## src/rtl/mux_share_pkg.sv

```systemverilog
// Shared types for the three-way mux-sharing arbiter: owner/state encodings
// and the owner-to-mux-select mapping used by the top level.
package mux_share_pkg;

    typedef enum logic [1:0] {
        OWN_A = 2'd0,
        OWN_B = 2'd1,
        OWN_C = 2'd2
    } owner_e;

    typedef enum logic {
        ARB  = 1'b0,
        XFER = 1'b1
    } state_e;

    typedef struct packed {
        logic selection_2;
        logic selection_1;
    } sel_t;

    // Level 1 chooses A/B, level 2 chooses level-1/C.
    function automatic sel_t owner_to_sel(input owner_e owner);
        sel_t s;
        s = '0;
        case (owner)
            OWN_A:   s = '{selection_2: 1'b0, selection_1: 1'b0};
            OWN_B:   s = '{selection_2: 1'b0, selection_1: 1'b1};
            default: s = '{selection_2: 1'b1, selection_1: 1'b0};
        endcase
        return s;
    endfunction

endpackage

```

## src/rtl/mux_share_arbiter_rr_priority_pick.sv

```systemverilog
// Round-robin pick: first requester strictly after last_owner in A->B->C->A
// order; last_owner itself is the final candidate of the rotation.
module rr_priority_pick
    import mux_share_pkg::*;
(
    input  logic [2:0] req,
    input  owner_e     last_owner,
    output owner_e     next_owner,
    output logic       any_req
);

    always_comb begin
        next_owner = last_owner;
        any_req    = |req;
        case (last_owner)
            OWN_A: begin
                if (req[1])      next_owner = OWN_B;
                else if (req[2]) next_owner = OWN_C;
                else if (req[0]) next_owner = OWN_A;
            end
            OWN_B: begin
                if (req[2])      next_owner = OWN_C;
                else if (req[0]) next_owner = OWN_A;
                else if (req[1]) next_owner = OWN_B;
            end
            default: begin
                if (req[0])      next_owner = OWN_A;
                else if (req[1]) next_owner = OWN_B;
                else if (req[2]) next_owner = OWN_C;
            end
        endcase
    end

endmodule

```

## src/rtl/mux_share_arbiter.sv

```systemverilog
// Round-robin arbiter owning the select lines of a cascaded 2:1/2:1 mux that
// shares one valid/ready output among requesters A, B and C, with burst limit.
module mux_share_arbiter
    import mux_share_pkg::*;
#(
    parameter int WIDTH     = 8,
    parameter int MAX_BURST = 2
) (
    input  logic             clk,
    input  logic             reset,
    input  logic             req_a,
    input  logic             req_b,
    input  logic             req_c,
    input  logic [WIDTH-1:0] data_a,
    input  logic [WIDTH-1:0] data_b,
    input  logic [WIDTH-1:0] data_c,
    output logic             gnt_a,
    output logic             gnt_b,
    output logic             gnt_c,
    output logic             out_valid,
    input  logic             out_ready,
    output logic [WIDTH-1:0] out_data,
    output logic             selection_1,
    output logic             selection_2
);

    localparam int CW = $clog2(MAX_BURST + 1);
    localparam logic [CW-1:0] BURST_MAX = CW'(MAX_BURST);

    state_e        state;
    owner_e        owner;
    owner_e        last_owner;
    owner_e        pick_owner;
    logic          any_req;
    logic          last_valid;
    logic          last_req;
    logic          regrant;
    logic          accept;
    logic [2:0]    req_vec;
    logic [CW-1:0] burst_cnt;

    assign req_vec = {req_c, req_b, req_a};

    rr_priority_pick u_pick (
        .req        (req_vec),
        .last_owner (last_owner),
        .next_owner (pick_owner),
        .any_req    (any_req)
    );

    always_comb begin
        last_req = 1'b0;
        case (last_owner)
            OWN_A:   last_req = req_a;
            OWN_B:   last_req = req_b;
            default: last_req = req_c;
        endcase
    end

    // last_valid blocks a re-grant before any word has moved, so the reset
    // value of last_owner (C) only seeds the rotation and A goes first.
    assign regrant = last_valid && last_req && (burst_cnt < BURST_MAX);
    assign accept  = out_valid && out_ready;

    assign gnt_a = accept && (owner == OWN_A);
    assign gnt_b = accept && (owner == OWN_B);
    assign gnt_c = accept && (owner == OWN_C);

    assign out_data = selection_2 ? data_c : (selection_1 ? data_b : data_a);

    always_ff @(posedge clk or posedge reset) begin
        if (reset) begin
            state       <= ARB;
            out_valid   <= 1'b0;
            owner       <= OWN_A;
            last_owner  <= OWN_C;
            last_valid  <= 1'b0;
            burst_cnt   <= '0;
            selection_1 <= 1'b0;
            selection_2 <= 1'b0;
        end else begin
            case (state)
                ARB: begin
                    if (regrant) begin
                        owner                      <= last_owner;
                        {selection_2, selection_1} <= owner_to_sel(last_owner);
                        state                      <= XFER;
                        out_valid                  <= 1'b1;
                    end else if (any_req) begin
                        owner                      <= pick_owner;
                        {selection_2, selection_1} <= owner_to_sel(pick_owner);
                        burst_cnt                  <= '0;
                        state                      <= XFER;
                        out_valid                  <= 1'b1;
                    end
                end
                default: begin
                    // Word is held until accepted even if the owner drops req.
                    if (out_ready) begin
                        state      <= ARB;
                        out_valid  <= 1'b0;
                        last_owner <= owner;
                        last_valid <= 1'b1;
                        if (burst_cnt < BURST_MAX)
                            burst_cnt <= burst_cnt + 1'b1;
                    end
                end
            endcase
        end
    end

endmodule

```

## config.mk

```make
export PLATFORM = sky130hd
export DESIGN_NAME = mux_share_arbiter
export DESIGN_NICKNAME = d
export VERILOG_FILES = /design/src/rtl/mux_share_pkg.sv /design/src/rtl/mux_share_arbiter_rr_priority_pick.sv /design/src/rtl/mux_share_arbiter.sv
export SDC_FILE = /design/constraint.sdc
export NUM_CORES = 1
export LEC_CHECK = 0
export ABC_AREA = 1
export BUFFER_PORTS_ARGS = -buffer_cell sky130_fd_sc_hd__buf_2
export CAP_MARGIN = 10
export CORE_UTILIZATION = 38
export CTS_CLUSTER_DIAMETER = 60
export DETAILED_ROUTE_END_ITERATION = 7
export PLACE_DENSITY = 0.72
export SLEW_MARGIN = 40
export SYNTH_ARGS = -nofsm -noshare
export SYNTH_HDL_FRONTEND = slang
export SYNTH_SLANG_ARGS = --single-unit
```

## constraint.sdc

```tcl
create_clock -name clk -period 1.2 [get_ports clk]
set_input_delay 0.24 -clock clk [delete_from_list [all_inputs] [get_ports clk]]
set_output_delay 0.24 -clock clk [all_outputs]
set_load 0.05 [all_outputs]
```

# --- Word level (Yosys, flattened, before mapping) ---
# Index checks and enable logic that the tools add are counted.
totals:
  regBits: 11
  in_bits: 30
  output_inout_bits: 14
  wordCells: 69
classes:
  n_addsub: 1
  n_lt_le_gt_ge: 1
  eq_ne: 7
  mux: 34
  bitwise: 1
  n_reduce_logical: 17
op_table:
  columns: ["operator", "count"]
  rows:
  - ["2-bit two-way mux", 16]
  - ["8-bit two-way mux", 2]
  - ["1-bit two-way mux", 12]
  - ["2-bit one-hot mux with 2 select lines", 3]
  - ["2-bit by 1-bit == test with 1-bit output, second input constant", 3]
  - ["1-bit logical AND", 6]
  - ["2-bit logical NOT", 3]
  - ["2-bit AND reduction", 3]
  - ["2-bit inequality test, second input constant", 2]
  - ["4-bit AND reduction", 1]
  - ["2-bit nonzero test", 2]
  - ["3-bit nonzero test", 1]
  - ["3-bit OR reduction", 1]
  - ["2-bit by 1-bit adder with 2-bit output, second input constant", 1]
  - ["2-bit == test, second input constant", 1]
  - ["2-bit < comparator, second input constant", 1]
  - ["2-bit by 1-bit inequality test with 1-bit output, second input constant", 1]
  - ["1-bit one-hot mux with 2 select lines", 1]
  - ["1-bit inverter", 1]

# --- Logic depth before layout (Yosys ltp) ---
# Gate-level depths: netlist of the first run.
depth:
  ltp_word: 8
  mapped_depth: 9
  mapped_depth_nobuf: 9

# --- Cells and area by module ---
# Synthesis of the first run repeated with hierarchy kept, for this count alone.
unflattened:
  cells_unflattened: 127
  hier_area_um2: 807.0
by_module_without_submodules:
  columns: ["module", "n_inst", "cells_each", "area_per_inst_um2", "seq_area_each_um2"]
  rows:
  - ["mux_share_arbiter", 1, 111, 742.0, 276.5]
  - ["rr_priority_pick", 1, 16, 65.1, 0.0]

# --- Least setup slack after synthesis of the first run ---
# OpenSTA, ideal clock, no wires.
synth_timing:
  path_type: "reg-to-output"
  from: "reg out_valid"
  to: "out gnt_a"
  arrival_time_ps: 1838
  required_ps: 960
  setup_slack_ps: -878
  path_stages_with_launch: 3
  n_path_buf: 0
  path_cell_list: "dfrtp_1 nand2_1 nor3_1"
synth_via:
  elab_chain_len: 2
synth_lines:
  columns: ["item", "line_no", "rtl"]
  rows:
  - ["start, declared", "mux_share_arbiter.sv:20", "output logic out_valid,"]
  - ["start signal, assigned", "mux_share_arbiter.sv:74", "out_valid <= 1'b0;"]
  - ["start signal, assigned", "mux_share_arbiter.sv:88", "out_valid <= 1'b1;"]
  - ["start signal, assigned", "mux_share_arbiter.sv:94", "out_valid <= 1'b1;"]
  - ["1-bit logical AND", "mux_share_arbiter.sv:63", "assign accept = out_valid && out_ready;"]
  - ["1-bit logical AND", "mux_share_arbiter.sv:65", "assign gnt_a = accept && (owner == OWN_A);"]
  - ["end, declared", "mux_share_arbiter.sv:17", "output logic gnt_a,"]
# No other way between the ends.

# --- Final worst setup path of the first run ---
layout_timing:
  from: "reg selection_1"
  to: "out out_data[5]"
layout_via:
  elab_chain_len: 2
layout_lines:
  columns: ["item", "line_no", "rtl"]
  rows:
  - ["start, declared", "mux_share_arbiter.sv:23", "output logic selection_1,"]
  - ["start signal, assigned", "mux_share_arbiter.sv:86", "{selection_2, selection_1} <= owner_to_sel(last_owner);"]
  - ["start signal, assigned", "mux_share_arbiter.sv:91", "{selection_2, selection_1} <= owner_to_sel(pick_owner);"]
  - ["8-bit two-way mux (2 in series)", "mux_share_arbiter.sv:69", "assign out_data = selection_2 ? data_c : (selection_1 ? data_b : data_a);"]
  - ["end, declared", "mux_share_arbiter.sv:22", "output logic [WIDTH-1:0] out_data,"]
# No other way between the ends.

==> key figures, run 1 <==
Outcome
  – Status: complete, but fails checks
  – Violated checks: negative setup slack

Cells and area
  – Synth-to-Final Area Change: 98.71%
  – Antenna fix cells: 0
  – Most frequent cells in the layout: buf_2 (29), nand2_1 (22), nand2_2 (16), buf_6 (16), nor2_1 (15)
  – Fillers: between 100 and 150
  – Ratio of cells with drive above 1 in the final layout: 0.6486
  – Nets: about 220
  – Commonest non-fill, non-tap cell in the layout: buf_2
  – Storage element area: 282.8 sq um
  – Non-Filler Instances: 210
  – Final instance area: 0.001539 sq mm
  – Multi-input gate area: 688.2 sq um

Detailed routing
  – Routed vias/inst: between 5 and 6
  – Detail Route Antenna Nets: 0
  – Via count: between 1000 and 1500
  – DR iter-0 viols: 17
  – Detailed-route DRC error count: 0
  – Drt pass-1 iters: 4
  – Drt total wl: between 3 and 4 mm
  – WL/cell: between 15 and 20 microns

Worst setup path
  – CP cell instances: buf_6 -> clkinv_8 -> nand2_2 -> a21oi_4 -> buf_6
  – Critical path class: reg2out
  – Crit end category: output pin
  – CP startpoint: selection_1
  – Max FO, Critical Path: 8
  – Critical Path End: out_data[5]
  – Largest stage delay on the critical path: between 0.4 and 0.5 ns
  – Cell count of the worst reg-to-reg path: 9
  – Most frequent CP cell: buf_6
  – Crit path buf inv count: 3
  – R2r startpoint: last_owner[1]
  – Worst R2R End: owner[1]
  – Crit. path cell count: 5
  – Startpoint Class: flop
  – CP Data Required Time: 0.96 ns
  – R2R Setup Slk: -0.14 ns
  – Critical-path top delay cell: dfrtp_2
  – Worst EP arrival: 1.30 ns
  – Delay-heaviest family, CP: flip-flops

CTS
  – CTS tree: done
  – Clock edge transition at the registers on the reported setup and hold paths: roughly 0.070 ns
  – Clk Latency, worst-skew pair: around 0.28 ns
  – H-tree depth: 1
  – CTS buffer count: 3
  – CTS max path bufs: 2
  – CTS Sinks: 11
  – Root buffer cell: clkbuf_4

Global route
  – Vias in the first global route: 977
  – Largest net degree at the start of global routing: 12
  – Initial antenna violation count: 0
  – Congestion Overflow GR: 0
  – First-pass GRT wire length: ~4 mm
  – GR Util All Layers: 0.2766

Die
  – Die width: 47.15 microns
  – Total core area: 0.001821 sq mm
  – Die ar.: around 0.0022 sq mm
  – Num rows: 15
  – Initial Utilization: 0.4254
  – Die height: ~47 microns
  – Io pins: 44

Synth
  – Netlist cell types: 15
  – Mean Syn Cell Area: just over 6 sq um
  – Synth Cell Area: 774.5 sq um
  – Synth Net Count: ~160
  – Syn Inst Count: ~130
  – Yosys warns: 0
  – Sequential share of the synthesized area: 0.3570
  – Synth Register Bits: 11

Power and ir drop
  – Power Density: around 3000 mW/mm^2
  – Leakage power: approximately 0.75 nW
  – Overall Power: between 0.004 and 0.005 W
  – Peak VDD IR: around 2100 uV

Timing
  – Final slew viol count: 0
  – Fin crit period: 1.545 ns
  – Slew @ Worst Pin: about 0.42 ns
  – Worst Skew: roughly 0.0062 ns
  – Worst slew margin: 0.7187
  – Tcrit/Tclk final: 1.287
  – Final hold vios: 0
  – Setup ws final: -0.3447 ns
  – RSZ-0062 raised after global routing: true
  – Fmax achieved: around 0.65 GHz
  – Finish-stage setup viols: 19
  – Hold_ws: 0.2189 ns
  – Setup TNS: -4.092 ns

Placement
  – Post-DP HPWL: between 1.5 and 2 mm
  – PortBufs: between 40 and 50
  – Placed cell count: between 150 and 200
  – DP Area: approximately 0.0012 sq mm
  – Gpl congestion: 0.8084

Hold path
  – Hold Path Class: in2reg
  – Hold path start: out_ready

Run
  – Max_cap viols: 0
[Yosys cell counts]
| cell | number | share of area |
|---|---|---|
| a21oi_1 | 18 | 0.12 |
| buf_2 | 2 | 0.013 |
| dfrtp_1 | 10 | 0.32 |
| dfstp_2 | 1 | 0.034 |
| inv_1 | 14 | 0.068 |
| inv_2 | 4 | 0.019 |
| nand2_1 | 39 | 0.19 |
| nand2_2 | 2 | 0.016 |
| nand3_1 | 9 | 0.058 |
| nand3_2 | 1 | 0.013 |
| nor2_1 | 15 | 0.073 |
| nor2_2 | 1 | 0.0081 |
| nor3_1 | 4 | 0.026 |
| o21ai_0 | 5 | 0.032 |
| o21ai_2 | 1 | 0.011 |
[final cells by class]
type	instances	area share
sequential	11	0.1837
timing repair buffer	57	0.2764
multi-input combinational	95	0.4472
tap	25	0.02033
inverter	18	0.05528
clock buffer	4	0.01707
[per-stage QoR]
step / worst slack (ns) / util
3_5_place_dp: -0.1149 / 0.6639
2_1_floorplan: -0.1944 / -
6_report: -0.3447 / 0.8454
5_1_grt: -0.3895 / 0.8454
3_3_place_gp: -0.09261 / 0.6639
4_1_cts: -0.3190 / 0.8069
[kinds of logic after synthesis]
group | Yosys count | share of synthesized area
and+or+nand+nor | 71 | 0.3829
AOI/OAI and AO/OA | 24 | 0.1599
buffers and inverters | 20 | 0.1002
DFF | 11 | 0.3570
[worst register-to-register path, cell delays in order, from the launching register on]
cell and delay [ns]:
dfstp_2 0.62, inv_4 0.06, nand3_2 0.06, nand2_2 0.06
inv_4 0.09, nand2_4 0.08, nand2_2 0.07, nand2_2 0.05
nand2_2 0.07, nand2_2 0.05
[registers in the layout, indices dropped and copies added (netlist names)]
| register | cells |
|---|---|
| state | 1 |
| owner | 2 |
| burst_cnt | 2 |
| last_owner | 2 |
| out_valid | 1 |
| selection_1 | 1 |
| last_valid | 1 |
| selection_2 | 1 |
[what timing repair did]
item | 4_1_cts | 5_1_grt
pin swaps | 6 | 6
resized for setup | 50 | 20
endpoints found under the setup margin | 18 | 20
buffers inserted | 8 | 0
hold buffers | 1 | 0
endpoints found under the hold margin | 10 | 0
[worst min path at each step]
stage	end	slack [ns]	cells past startpoint
floorplan	burst_cnt[0]	0.09	1
global placement	burst_cnt[0]	0.25	2
detailed placement	burst_cnt[1]	0.25	2
CTS	state	0.21	2
global route	state	0.23	2
finish	state	0.22	2
[where the power goes]
part	switching, W	internal [W]	total (W)
Combinational	0.00222	0.00135	0.00357
Clock	0.000131	0.000129	0.000261
Sequential	0.000218	0.000547	0.000765
[metal layers]
metal / global-route usage / vias to the layer above / share of wire
li1: - / 518 / -
met1: 0.3125 / 532 / 0.39
met2: 0.5083 / 28 / 0.56
met3: 0.06538 / 9 / 0.033
met4: 0.09143 / 0 / 0.018
met5: 0 / - / 0
Power figures use the tool's default switching activity.
==> inputs of run 2 (changes only) <==
--- a/config.mk
+++ b/config.mk
@@ -8,10 +8,11 @@
 export ABC_AREA = 1
 export BUFFER_PORTS_ARGS = -buffer_cell sky130_fd_sc_hd__buf_2
 export CAP_MARGIN = 10
-export CORE_UTILIZATION = 38
+export CORE_UTILIZATION = 43
 export CTS_CLUSTER_DIAMETER = 60
 export DETAILED_ROUTE_END_ITERATION = 7
-export PLACE_DENSITY = 0.72
+export GPL_ROUTABILITY_DRIVEN = 0
+export PLACE_DENSITY = 0.77
 export SLEW_MARGIN = 40
 export SYNTH_ARGS = -nofsm -noshare
 export SYNTH_HDL_FRONTEND = slang
==> constraint.sdc (replaced) <==
create_clock -name clk -period 1.7 [get_ports clk]
set_input_delay 0.34 -clock clk [delete_from_list [all_inputs] [get_ports clk]]
set_output_delay 0.34 -clock clk [all_outputs]
set_load 0.05 [all_outputs]
==> key figures, run 2 (synthesis gave the netlist of run 1 again) <==
Outcome
  – Status: complete, but fails checks
  – Violated checks: negative setup slack

CTS
  – CTS tree: done
  – H-tree depth: 1 (unchanged)
  – Root buffer cell: clkbuf_4
  – CTS Sinks: 11 (unchanged)
  – CTS Hold Bufs: 0 (-1)
  – Clk Latency, worst-skew pair: 0.26 ns (-0.02 ns)
  – CTS max path bufs: 2 (unchanged)
  – CTS buffer count: 3 (unchanged)
  – Clock edge transition at the registers on the reported setup and hold paths: 0.07 ns (about the same)

Timing
  – Fmax achieved: roughly 0.6 GHz
  – Finish-stage setup viols: 1 (-18)
  – Setup ws final: -0.006367 ns (+0.3383 ns)
  – Fin crit period: about 1.7 ns
  – Hold_ws: 0.05602 ns (-0.1629 ns)
  – Final slew viol count: 0 (unchanged)
  – Tcrit/Tclk final: 1.004
  – Worst Skew: 0.004572 ns (-0.001640 ns)
  – RSZ-0062 raised after global routing: true
  – Final hold vios: 0 (unchanged)
  – Worst slew margin: 0.7182 (about the same)
  – Slew @ Worst Pin: 0.4223 ns (+0.0007350 ns)

Worst setup path
  – Startpoint Class: flop
  – Critical path class: reg2out
  – Max FO, Critical Path: 10 (+2)
  – Worst EP arrival: 1.37 ns (+0.07 ns)
  – Crit end category: output pin
  – CP Data Required Time: 1.36 ns (+0.40 ns)

Cells and area
  – Most frequent cells in the layout: nand2_1 (39), buf_2 (35), nor2_1 (15), buf_4 (13), inv_1 (12)
  – Ratio of cells with drive above 1 in the final layout: 0.4773 (-0.1714)
  – Final instance area: 0.001242 sq mm (-19%)
  – Regs by FF count: burst_cnt (2), last_owner (2), owner (2)
  – Fillers: 131 (+21%)
  – Multi-input gate area: 563.0 sq um (-18%)
  – Synth-to-Final Area Change: 60.42%
  – Nets: 207 (-4.2%)
  – Storage element area: 279.0 sq um (-1.3%)
  – Antenna fix cells: 0 (unchanged)
  – Commonest non-fill, non-tap cell in the layout: nand2_1
  – Layout Utilization: 0.7794 (-0.06593)

Global route
  – Vias in the first global route: 906 (-7.3%)
  – GR Util All Layers: 0.2547 (-0.02189)
  – First-pass GRT wire length: 3.719 mm (-9.6%)
  – Largest net degree at the start of global routing: 12 (unchanged)
  – Initial antenna violation count: 0 (unchanged)
  – Congestion Overflow GR: 0 (unchanged)

Hold path
  – Hold Path Class: in2async

Detailed routing
  – Via count: 982 (-9.7%)
  – Drt total wl: 2.426 mm (-23%)
  – DR iter-0 viols: 26 (+9)
  – Detailed-route DRC error count: 0 (unchanged)
  – Detail Route Antenna Nets: 0 (unchanged)
  – WL/cell: 12.13 microns (-19%)
  – Drt pass-1 iters: 4 (unchanged)
  – Routed vias/inst: 4.910 (-5.1%)

Die
  – Total core area: 0.001594 sq mm (-12%)
  – Die height: 44.44 microns (-5.7%)
  – Initial Utilization: 0.4859 (+0.06044)
  – Die width: 44.44 microns (-5.7%)
  – Num rows: 14 (-1)
  – Io pins: 44 (unchanged)
  – Die ar.: 0.001975 sq mm (-11%)

Power and ir drop
  – Clock Power Share: 0.068 (+0.011)
  – Internal power: 0.001074 W (-47%)
  – Power Density: 2057 mW/mm^2 (-31%)
  – Net Sw Power: 0.001482 W (-42%)
  – Peak VDD IR: 1212 uV (-42%)
  – Leakage power: 0.6531 nW (-13%)
  – Overall Power: 0.002556 W (-44%)
  – Combinational power share: 0.726 (-0.051)
  – Switching part of the total: 0.5797 (+0.01975)
  – Flop pwr share: 0.206 (+0.040)

Run
  – Max_cap viols: 0 (unchanged)

Placement
  – Post-DP HPWL: 1.712 mm (-6.4%)
  – PortBufs: 43 (unchanged)
  – DP Area: 0.001124 sq mm (-7.0%)
## run 2: cell types whose count changed in the layout (fill, tap and decap cells not counted), sizes merged
cell         before  now
dlygate4sd3       1    0
clkinvlp          0    1
clkinv            1    0
clkbuf            5    4
buf              55   48
## run 2: worst paths after layout
kind | startpoint | to | slack (ns) | depth (start not counted)
max | selection_1 | out_data[5] | -0.006 | 4
min | reset | owner[1] | 0.06 | 2
max reg2reg | last_owner[1] | owner[1] | 0.40 | 9
min reg2reg | last_valid | last_valid | 0.50 | 2
max in group asynchronous | reset | last_owner[1] | 1.31 | 2
min in group clk | out_ready | state | 0.29 | 2
## run 2: cell type report
| cell class | instances | area share |
|---|---|---|
| tap | 24 | 0.02417 |
| timing repair buffer | 48 | 0.2195 |
| clock buffer | 4 | 0.02115 |
| sequential | 11 | 0.2246 |
| inverter | 18 | 0.05740 |
| multi-input combinational | 95 | 0.4532 |
## run 2: worst max-delay path, cell delays in order (launching register included)
cell     delay [ns]
dfrtp_2        0.42
buf_4          0.20
a21oi_2        0.22
a21oi_4        0.07
buf_4          0.19
## run 2: repair_timing
item | 4_1_cts | 5_1_grt
setup endpoints to repair | 8 | 8
setup buffers | 0 | 4
gates resized for setup | 12 | 8
## run 2: power groups by stage
| stage | logic, W | clock network (W) | registers [W] |
|---|---|---|---|
| 2_1_floorplan | 0.00126 | 0 | 0.000585 |
| 3_5_place_dp | 0.00165 | 0 | 0.000516 |
| 5_1_grt | 0.00199 | 0.000194 | 0.000543 |
| 6_report | 0.00186 | 0.000173 | 0.000527 |
| 4_1_cts | 0.00174 | 0.000181 | 0.000522 |
| 3_3_place_gp | 0.00162 | 0 | 0.000505 |
## run 2: through the flow
step	instances	setup slack [ns]	TNS, ns
2_1_floorplan	126	-0.1022	-0.3066
3_3_place_gp	192	0.1877	0
3_5_place_dp	192	0.1191	0
4_1_cts	196	-0.01414	-0.03878
5_1_grt	200	-0.05143	-0.1422
6_report	200	-0.006367	-0.006367
## run 2: routing by layer
metal  track usage  share of wire  wire (microns)  vias up
li1              -              -               -      502
met3       0.03265          0.039              94        4
met1        0.3059           0.42            1026      448
met5             0              0               0        -
met2        0.4412           0.52            1263       28
met4        0.1333          0.017              41        0
